## src/rtl/int_alu_pkg.sv

```systemverilog
// int_alu_pkg: op encodings and default width shared by the add/sub arbiter slice
package int_alu_pkg;
  localparam int DEF_ADDER_WIDTH = 32;
  localparam logic OP_ADD = 1'b0;
  localparam logic OP_SUB = 1'b1;
endpackage

```

## src/rtl/int_addsub_core.sv

```systemverilog
// int_addsub_core: combinational add/sub split into two half-width chunks with carry-select upper half
module int_addsub_core
  import int_alu_pkg::*;
#(
  parameter int W = DEF_ADDER_WIDTH
) (
  input  logic [W-1:0] a,
  input  logic [W-1:0] b,
  input  logic         op,
  output logic [W-1:0] out,
  output logic         flag
);
  localparam int H = W / 2;
  logic [W-1:0] bx;
  logic [H:0]   lo, hi0, hi1, hi;
  // Subtraction is a + ~b + 1, so the low chunk's carry-in is the op bit itself
  assign bx   = (op == OP_SUB) ? ~b : b;
  assign lo   = {1'b0, a[H-1:0]} + {1'b0, bx[H-1:0]} + {{H{1'b0}}, op};
  assign hi0  = {1'b0, a[W-1:H]} + {1'b0, bx[W-1:H]};
  assign hi1  = {1'b0, a[W-1:H]} + {1'b0, bx[W-1:H]} + {{H{1'b0}}, 1'b1};
  assign hi   = lo[H] ? hi1 : hi0;
  assign out  = {hi[H-1:0], lo[H-1:0]};
  // Carry-out inverts into borrow-out for subtraction
  assign flag = hi[H] ^ op;
endmodule

```

## src/rtl/int_addsub_arbiter.sv

```systemverilog
// int_addsub_arbiter: round-robin arbiter feeding one shared add/sub core into a single result register
module int_addsub_arbiter
  import int_alu_pkg::*;
#(
  parameter int ADDER_WIDTH = DEF_ADDER_WIDTH,
  parameter int NUM_REQ     = 4
) (
  input  logic                             clk,
  input  logic                             rst_n,
  input  logic [NUM_REQ-1:0]               req_valid,
  output logic [NUM_REQ-1:0]               req_ready,
  input  logic [NUM_REQ-1:0]               req_op,
  input  logic [NUM_REQ*ADDER_WIDTH-1:0]   req_a,
  input  logic [NUM_REQ*ADDER_WIDTH-1:0]   req_b,
  output logic                             rsp_valid,
  input  logic                             rsp_ready,
  output logic [$clog2(NUM_REQ)-1:0]       rsp_id,
  output logic [ADDER_WIDTH-1:0]           rsp_data,
  output logic                             rsp_flag
);
  localparam int W  = ADDER_WIDTH;
  localparam int IW = $clog2(NUM_REQ);
  logic [IW-1:0] last_q, last_d, id_q, id_d, cand, idx;
  logic          cand_vld, free, xfer, valid_q, valid_d, flag_q, flag_d, core_flag;
  logic [W-1:0]  data_q, data_d, core_out;
  // Scan from farthest to nearest so the requester right after last_q wins
  always_comb begin
    cand_vld = 1'b0;
    cand     = '0;
    idx      = '0;
    for (int k = NUM_REQ; k >= 1; k--) begin
      idx = IW'((int'(last_q) + k) % NUM_REQ);
      if (req_valid[idx]) begin
        cand_vld = 1'b1;
        cand     = idx;
      end
    end
  end
  assign free      = !valid_q || rsp_ready;
  assign xfer      = rst_n && cand_vld && free;
  assign req_ready = xfer ? (NUM_REQ'(1) << cand) : '0;
  int_addsub_core #(.W(W)) u_core (
    .a    (req_a[cand*W +: W]),
    .b    (req_b[cand*W +: W]),
    .op   (req_op[cand]),
    .out  (core_out),
    .flag (core_flag)
  );
  always_comb begin
    valid_d = xfer || (valid_q && !rsp_ready);
    data_d  = xfer ? core_out : data_q;
    flag_d  = xfer ? core_flag : flag_q;
    id_d    = xfer ? cand : id_q;
    last_d  = xfer ? cand : last_q;
  end
  always_ff @(posedge clk or negedge rst_n) begin
    if (!rst_n) begin
      valid_q <= 1'b0;
      data_q  <= '0;
      flag_q  <= 1'b0;
      id_q    <= '0;
      last_q  <= IW'(NUM_REQ - 1);
    end else begin
      valid_q <= valid_d;
      data_q  <= data_d;
      flag_q  <= flag_d;
      id_q    <= id_d;
      last_q  <= last_d;
    end
  end
  assign rsp_valid = valid_q;
  assign rsp_data  = data_q;
  assign rsp_flag  = flag_q;
  assign rsp_id    = id_q;
endmodule

```

## config.mk

```make
export PLATFORM = sky130hd
export DESIGN_NAME = int_addsub_arbiter
export DESIGN_NICKNAME = d
export VERILOG_FILES = /design/src/rtl/int_alu_pkg.sv /design/src/rtl/int_addsub_core.sv /design/src/rtl/int_addsub_arbiter.sv
export SDC_FILE = /design/constraint.sdc
export NUM_CORES = 1
export LEC_CHECK = 0
export CORE_ASPECT_RATIO = 2
export CORE_MARGIN = 2
export CORE_UTILIZATION = 39
export CTS_BUF_LIST = sky130_fd_sc_hd__clkbuf_16
export CTS_CLUSTER_SIZE = 24
export DETAILED_ROUTE_END_ITERATION = 7
export DONT_BUFFER_PORTS = 1
export HOLD_SLACK_MARGIN = 0.06
export PLACE_DENSITY = 0.56
export SETUP_SLACK_MARGIN = 0.4
export SLEW_MARGIN = 10
export SYNTH_ARGS = -nofsm -noshare
export SYNTH_HDL_FRONTEND = slang
export SYNTH_HIERARCHICAL = 1
export SYNTH_SLANG_ARGS = --single-unit
```

## constraint.sdc

```tcl
create_clock -name clk -period 5.64 [get_ports clk]
set_input_delay 1.692 -clock clk [delete_from_list [all_inputs] [get_ports clk]]
set_output_delay 1.692 -clock clk [all_outputs]
set_load 0.01 [all_outputs]
```

==> After elaboration in Yosys (flattened, before gate mapping) <==
Index checks and enable logic that the tools add are counted.
{ "classes": {"muxes": 21, "eq_ne": 0, "div": 0, "magnitude_cmp": 5, "reduce_logical": 7, "multipliers": 0, "n_shift": 3, "n_bitwise": 2, "add_sub_neg": 8} }
{ "op_table": {"columns": ["operator", "n"], "rows": [
  ["variable part select 128 x 8 -> 32 bit", 2],
  ["adder 16 x 16 -> 17 bit", 2],
  ["two-way mux 32 bit", 1],
  ["NOT 32 bit", 1],
  ["adder 17 x 1 -> 17 bit", 1],
  ["adder 17 x 1 -> 17 bit (second input constant)", 1],
  ["two-way mux 17 bit", 1],
  ["< comparator 2 x 3 -> 1 bit (second input constant)", 5],
  ["binary-select mux 1 bit (select 2 bit)", 5],
  ["two-way mux 1 bit", 9],
  ["two-way mux 2 bit", 4],
  ["adder 2 x 1 -> 2 bit (second input constant)", 2],
  ["adder 2 bit (second input constant)", 2],
  ["two-way mux 4 bit", 1],
  ["left shift 1 x 2 -> 4 bit (first input constant)", 1],
  ["logical AND 1 bit", 3],
  ["zero test 1 bit", 2],
  ["logical OR 1 bit", 2],
  ["bitwise XOR 1 bit", 1]
]} }
{ "word_totals": {"memories": 0, "latch_bits": 0, "rom_bits": 0, "out_inout_bits": 40, "inputBits": 267, "regBits": 38, "ramBits": 0} }

==> Depth between registers and ports, before layout <==
{ "depth": {"depth_word": 14, "ltp_mapped": 23} }

==> Cells and area by module <==
Netlist, hierarchy kept.
{ "by_module_without_submodules": {"columns": ["module", "area_per_inst_um2", "cells_each", "n_inst"], "rows": [
  ["int_addsub_arbiter", 3784.9, 321, 1],
  ["int_addsub_core", 2332.2, 306, 1]
]} }

==> Worst setup path after synthesis <==
Ideal clock, no wire load.
{ "synth_timing": {"kind": "input to register", "startpoint": "in req_valid[2]", "endpoint": "reg data_q[31], in the netlist rsp_data[31]", "t_required_ns": 5.512, "stages": 21, "setup_time_ns": 0.128, "t_arrival_ns": 5.892, "slack_ns": -0.380, "cell_sequence": "nand2b_1 o22ai_1 o21bai_1 buf_2 buf_4 mux2i_1 clkbuf_1 buf_1 xor2_1 ha_1 inv_1 fa_1 nand2b_1 a21oi_1 o21ai_2 o211a_1 o2111a_1 a211oi_2 nand4bb_1 xnor2_1 mux2_1"} }
{ "synth_between": {"elab_chain_cells": 12, "word_cells_on_any_way": 29} }
{ "synth_rtl": {"columns": ["item", "line_no", "source"], "rows": [
  ["start: declaration", "int_addsub_arbiter.sv:10", "input logic [NUM_REQ-1:0] req_valid,"],
  ["binary-select mux 1 bit (select 2 bit)", "int_addsub_arbiter.sv:33", "if (req_valid[idx]) begin"],
  ["two-way mux 1 bit (not written as such)", "int_addsub_arbiter.sv:33", null],
  ["two-way mux 2 bit (3 in series)", "int_addsub_arbiter.sv:33", null],
  ["two-way mux 2 bit *", "int_addsub_arbiter.sv:33", null],
  ["variable part select 128 x 8 -> 32 bit or binary-select mux 1 bit (select 2 bit) (tied branches)", "int_addsub_arbiter.sv:44, int_addsub_arbiter.sv:45", null],
  ["NOT 32 bit or two-way mux 1 bit (tied branches)", "int_addsub_core.sv:17, int_addsub_arbiter.sv:45", null],
  ["two-way mux 32 bit", "int_addsub_core.sv:17", "assign bx = (op == OP_SUB) ? ~b : b;"],
  ["adder 16 x 16 -> 17 bit (on tied branches)", "int_addsub_core.sv:19, int_addsub_core.sv:20, int_addsub_core.sv:18", null],
  ["adder 17 x 1 -> 17 bit (on tied branches)", "int_addsub_core.sv:20, int_addsub_core.sv:18", null],
  ["two-way mux 17 bit *", "int_addsub_core.sv:21", "assign hi = lo[H] ? hi1 : hi0;"],
  ["net core_out[31]", "int_addsub_arbiter.sv:25", "logic [W-1:0] data_q, data_d, core_out;"],
  ["end signal: assignment", "int_addsub_arbiter.sv:65", "data_q <= data_d;"],
  ["end: declaration", "int_addsub_arbiter.sv:25", null]
]} }
Mark *: on every way through the listed nets, which the timed path passes. The rest lies on a longest branch. The select of a mux whose other input is x is not followed.
A chain may end at the register's enable or synchronous reset.

==> Worst setup path after layout <==
{ "layout_timing": {"startpoint": "in req_valid[1]", "endpoint": "reg flag_q, in the netlist rsp_flag"} }
{ "layout_between": {"elab_chain_cells": 13, "word_cells_on_any_way": 30} }
{ "layout_rtl": {"columns": ["item", "line_no", "source"], "rows": [
  ["binary-select mux 1 bit (select 2 bit)", "int_addsub_arbiter.sv:33", null],
  ["two-way mux 1 bit (not written as such)", "int_addsub_arbiter.sv:33", null],
  ["two-way mux 2 bit (3 in series)", "int_addsub_arbiter.sv:33", null],
  ["two-way mux 2 bit *", "int_addsub_arbiter.sv:33", null],
  ["variable part select 128 x 8 -> 32 bit or binary-select mux 1 bit (select 2 bit) (tied branches)", "int_addsub_arbiter.sv:44, int_addsub_arbiter.sv:45", null],
  ["NOT 32 bit or two-way mux 1 bit (tied branches)", "int_addsub_core.sv:17, int_addsub_arbiter.sv:45", null],
  ["two-way mux 32 bit", "int_addsub_core.sv:17", null],
  ["adder 16 x 16 -> 17 bit (on tied branches)", "int_addsub_core.sv:19, int_addsub_core.sv:20, int_addsub_core.sv:18", null],
  ["adder 17 x 1 -> 17 bit (on tied branches)", "int_addsub_core.sv:20, int_addsub_core.sv:18", null],
  ["two-way mux 17 bit", "int_addsub_core.sv:21", null],
  ["bitwise XOR 1 bit *", "int_addsub_core.sv:24", "assign flag = hi[H] ^ op;"],
  ["net core_flag", "int_addsub_arbiter.sv:24", "logic cand_vld, free, xfer, valid_q, valid_d, flag_q, flag_d, core_flag;"],
  ["end signal: assignment", "int_addsub_arbiter.sv:66", "flag_q <= flag_d;"],
  ["end: declaration", "int_addsub_arbiter.sv:24", null]
]} }
Marks and branches as above.

==> impl_results.md <==
- CTS root buffer: clkbuf_16
- Cells after synthesis: approximately 630
- Num CTS Buffers: 5
- Ant diodes: 0
- Area leader, netlist: mux2i_1
- Commonest non-fill, non-tap cell in the layout: mux2i_1
- Internal power: between 0.002 and 0.003 W
- Vias per cell: around 5.7
- Num rows: between 60 and 70
- Commonest non-fill, non-tap cells in the layout: mux2i_1 (186), buf_4 (82), xor2_1 (45)
- Worst reg2reg setup slack: approximately 1.2 ns
- Tmin final: around 5.2 ns
- Worst-Skew Late Latency: ~0.28 ns
- Sw Pwr: ~0.0027 W
- Worst-path clk slew: approximately 0.060 ns
- Req. time, crit path: ~5.8 ns
- Avg Inst Size Synth: 9.76 um2
- DR WL/cell: about 21 um
- Drt initial violations: approximately 130
- Largest cells by area after synthesis: mux2i_1 (32%), dfrtp_1 (15%), ha_1 (7.0%), xor2_1 (6.9%), mux2_1 (6.3%)
- H-tree Lvls: 2
- Leak: ~3.5 nW
- YS warnings: 6
- Arrival time worst endpoint: about 5.4 ns
- Pre-antenna DRT Iters: 4
- Detail Route Antenna Nets: 0
- Buffers on Ports: 0
- Remaining Overflow, GRT: 0
- Status: finished, final reports clean
- RSZ-0062 raised after global routing: yes
- Clock Sinks: 38
- Hold buffer count at CTS: 0
- Largest net degree at the start of global routing: 40
- DR vias: around 5200
- Max-Cap Viols: 0
- Die height: between 150 and 200 um
- Final #Nets: ~1000
- Pwr Density: about 750 nW/um2
- CTS tree: yes
- Top_reg_cell synth: dfrtp_1
- Reg power frac: 0.105
- DPL Wire Length: 14.3 mm
- Syn Nets: 930
- Residual DRC: 0
- Slew headroom: 0.459
- Count of final hold-check violations: 0
- Die width: 92.6 um
- Worst Hold Class: reg2reg
- CP Launch Type: primary input
- Crit end category: flop
- Initial antenna violation count: 0
- Vias in the first global route: about 5400
- Final core occ: 0.489
- Post-synth EDFFs: 0
- TNS Setup: 0 ns
- Max frequency: 191 MHz
- Tcrit/Tclk final: 0.930
- Post-Route WL: 19.1 mm
- Final Slew Violations: 0
- Global Route Usage Sum: 0.205
- Die Footprint: approximately 17000 um2
- Clock network fraction of design power: 0.049
- Cell Area, Synth: 6120 um2
- Worst IR Drop VDD: 380 uV
- Sequential share of the synthesized area: 0.156
- Share of layout cells above drive strength 1: 0.245
- Post-synthesis cell type count: 75
- Final worst slack: between 0.3 and 0.4 ns
- Register bit count reported by yosys: 38
- Routability cong.: between 0.8 and 0.9
- Final setup vio count: 0
- First-pass GRT wire length: roughly 27 mm
- Setup WS pre-CTS: -0.133 ns
- Core ar.: between 15000 and 20000 um2
- Area fraction of the dominant cell type after synthesis: 0.322
- Worst-path fanout max: 8
- Switching Share: 0.476
- Post-synth ARST share: 1.00
- Worst Tran Pin Value: 0.810 ns
- Setup CP Type: in2reg
- Clock Path Buffers: 2
- I/O pins: between 300 and 400
- Clk_skew: 0.00636 ns
- Area Overhead vs Synth: 22.2%
- Initial core utilization: 0.400
- WHS: approximately 0.54 ns
- Comb pwr share: 0.846
## final timing paths
path / startpoint / endpoint / cells after the start
setup / recovery: req_valid[1] / rsp_flag / 18
hold / removal: last_q[1] / last_q[1] / 2
setup reg to reg: last_q[1] / rsp_flag / 18
hold reg to reg: last_q[1] / last_q[1] / 2
max in group asynchronous: rst_n / last_q[0] / 0
min in group asynchronous: rst_n / rsp_id[1] / 0
## routing by layer
metal	global-route usage	vias to the layer above	routed length (um)
met5	0	-	0
met4	0.0525	0	350
met3	0.0329	24	881
met2	0.412	178	11300
met1	0.212	2524	6540
li1	-	2457	-
## sequential cells by signal, indices dropped and copies added (netlist names)
register	flops
rsp_data	32
rsp_flag	1
rsp_valid	1
last_q	2
rsp_id	2
## critical path, stage by stage
cell	delay, ns
a21o_1	0.17
a31oi_4	0.16
buf_12	0.17
mux2i_4	0.26
mux2i_4	0.13
buf_6	0.15
clkbuf_16	0.16
xor2_1	0.16
ha_1	0.37
o211ai_1	0.12
o21ai_2	0.28
o21bai_4	0.11
a21oi_2	0.20
a311oi_1	0.13
or3_4	0.40
a2111oi_4	0.36
xnor2_1	0.09
mux2_1	0.29
## power by group through the flow
| stage | sequential (W) | combinational (W) | clock [W] |
|---|---|---|---|
| 2_1_floorplan | 0.000548 | 0.00313 | 0 |
| 3_3_place_gp | 0.000595 | 0.00413 | 0 |
| 3_5_place_dp | 0.000599 | 0.00419 | 0 |
| 4_1_cts | 0.000594 | 0.00432 | 0.000281 |
| 5_1_grt | 0.000609 | 0.00517 | 0.000298 |
| 6_report | 0.000590 | 0.00474 | 0.000273 |
## metrics by stage
step           area, um2  instances  total power (W)
2_1_floorplan       6170        627          0.00368
3_3_place_gp        6560        845          0.00472
3_5_place_dp        6560        845          0.00479
5_1_grt             7470        903          0.00608
6_report            7470        903          0.00560
4_1_cts             6850        862          0.00519
## synth_stat cells (all sizes together), types with 5 or more instances
library cell,number
mux2,36
mux2i,197
nand3,6
nor3,12
or3,5
nor2,22
ha,34
xnor2,20
xor2,48
nand2b,8
inv,18
a21o,8
buf,25
a21oi,23
nor2b,6
nand2,26
o211ai,6
and2,5
o21ai,18
dfrtp,36
a211oi,7
## area by class of cell
cell class	count	area, um2
repair buffers	102	1020
inverters	18	67.6
well taps	198	248
clock inverters	3	12.5
clock buffers	5	125
multi-input cells	539	5050
flip-flops and latches	38	953
fillers	1428	7820
## cell families after synthesis
kind of cell,synth area share
fa+ha+maj,0.0761
simple gates,0.0925
flops,0.156
buf+inv,0.0695
mux,0.389
compound gates,0.120
xor+xnor,0.0974
## timing repair
item                                    in CTS  in global routing
hold endpoints to repair                     0                  0
resized for setup                           11                 43
endpoints found under the setup margin       9                 10
pin swaps                                    4                 12
gates cloned                                 2                  4
setup buffers                                7                 37
(Power assumes the default switching activity.)
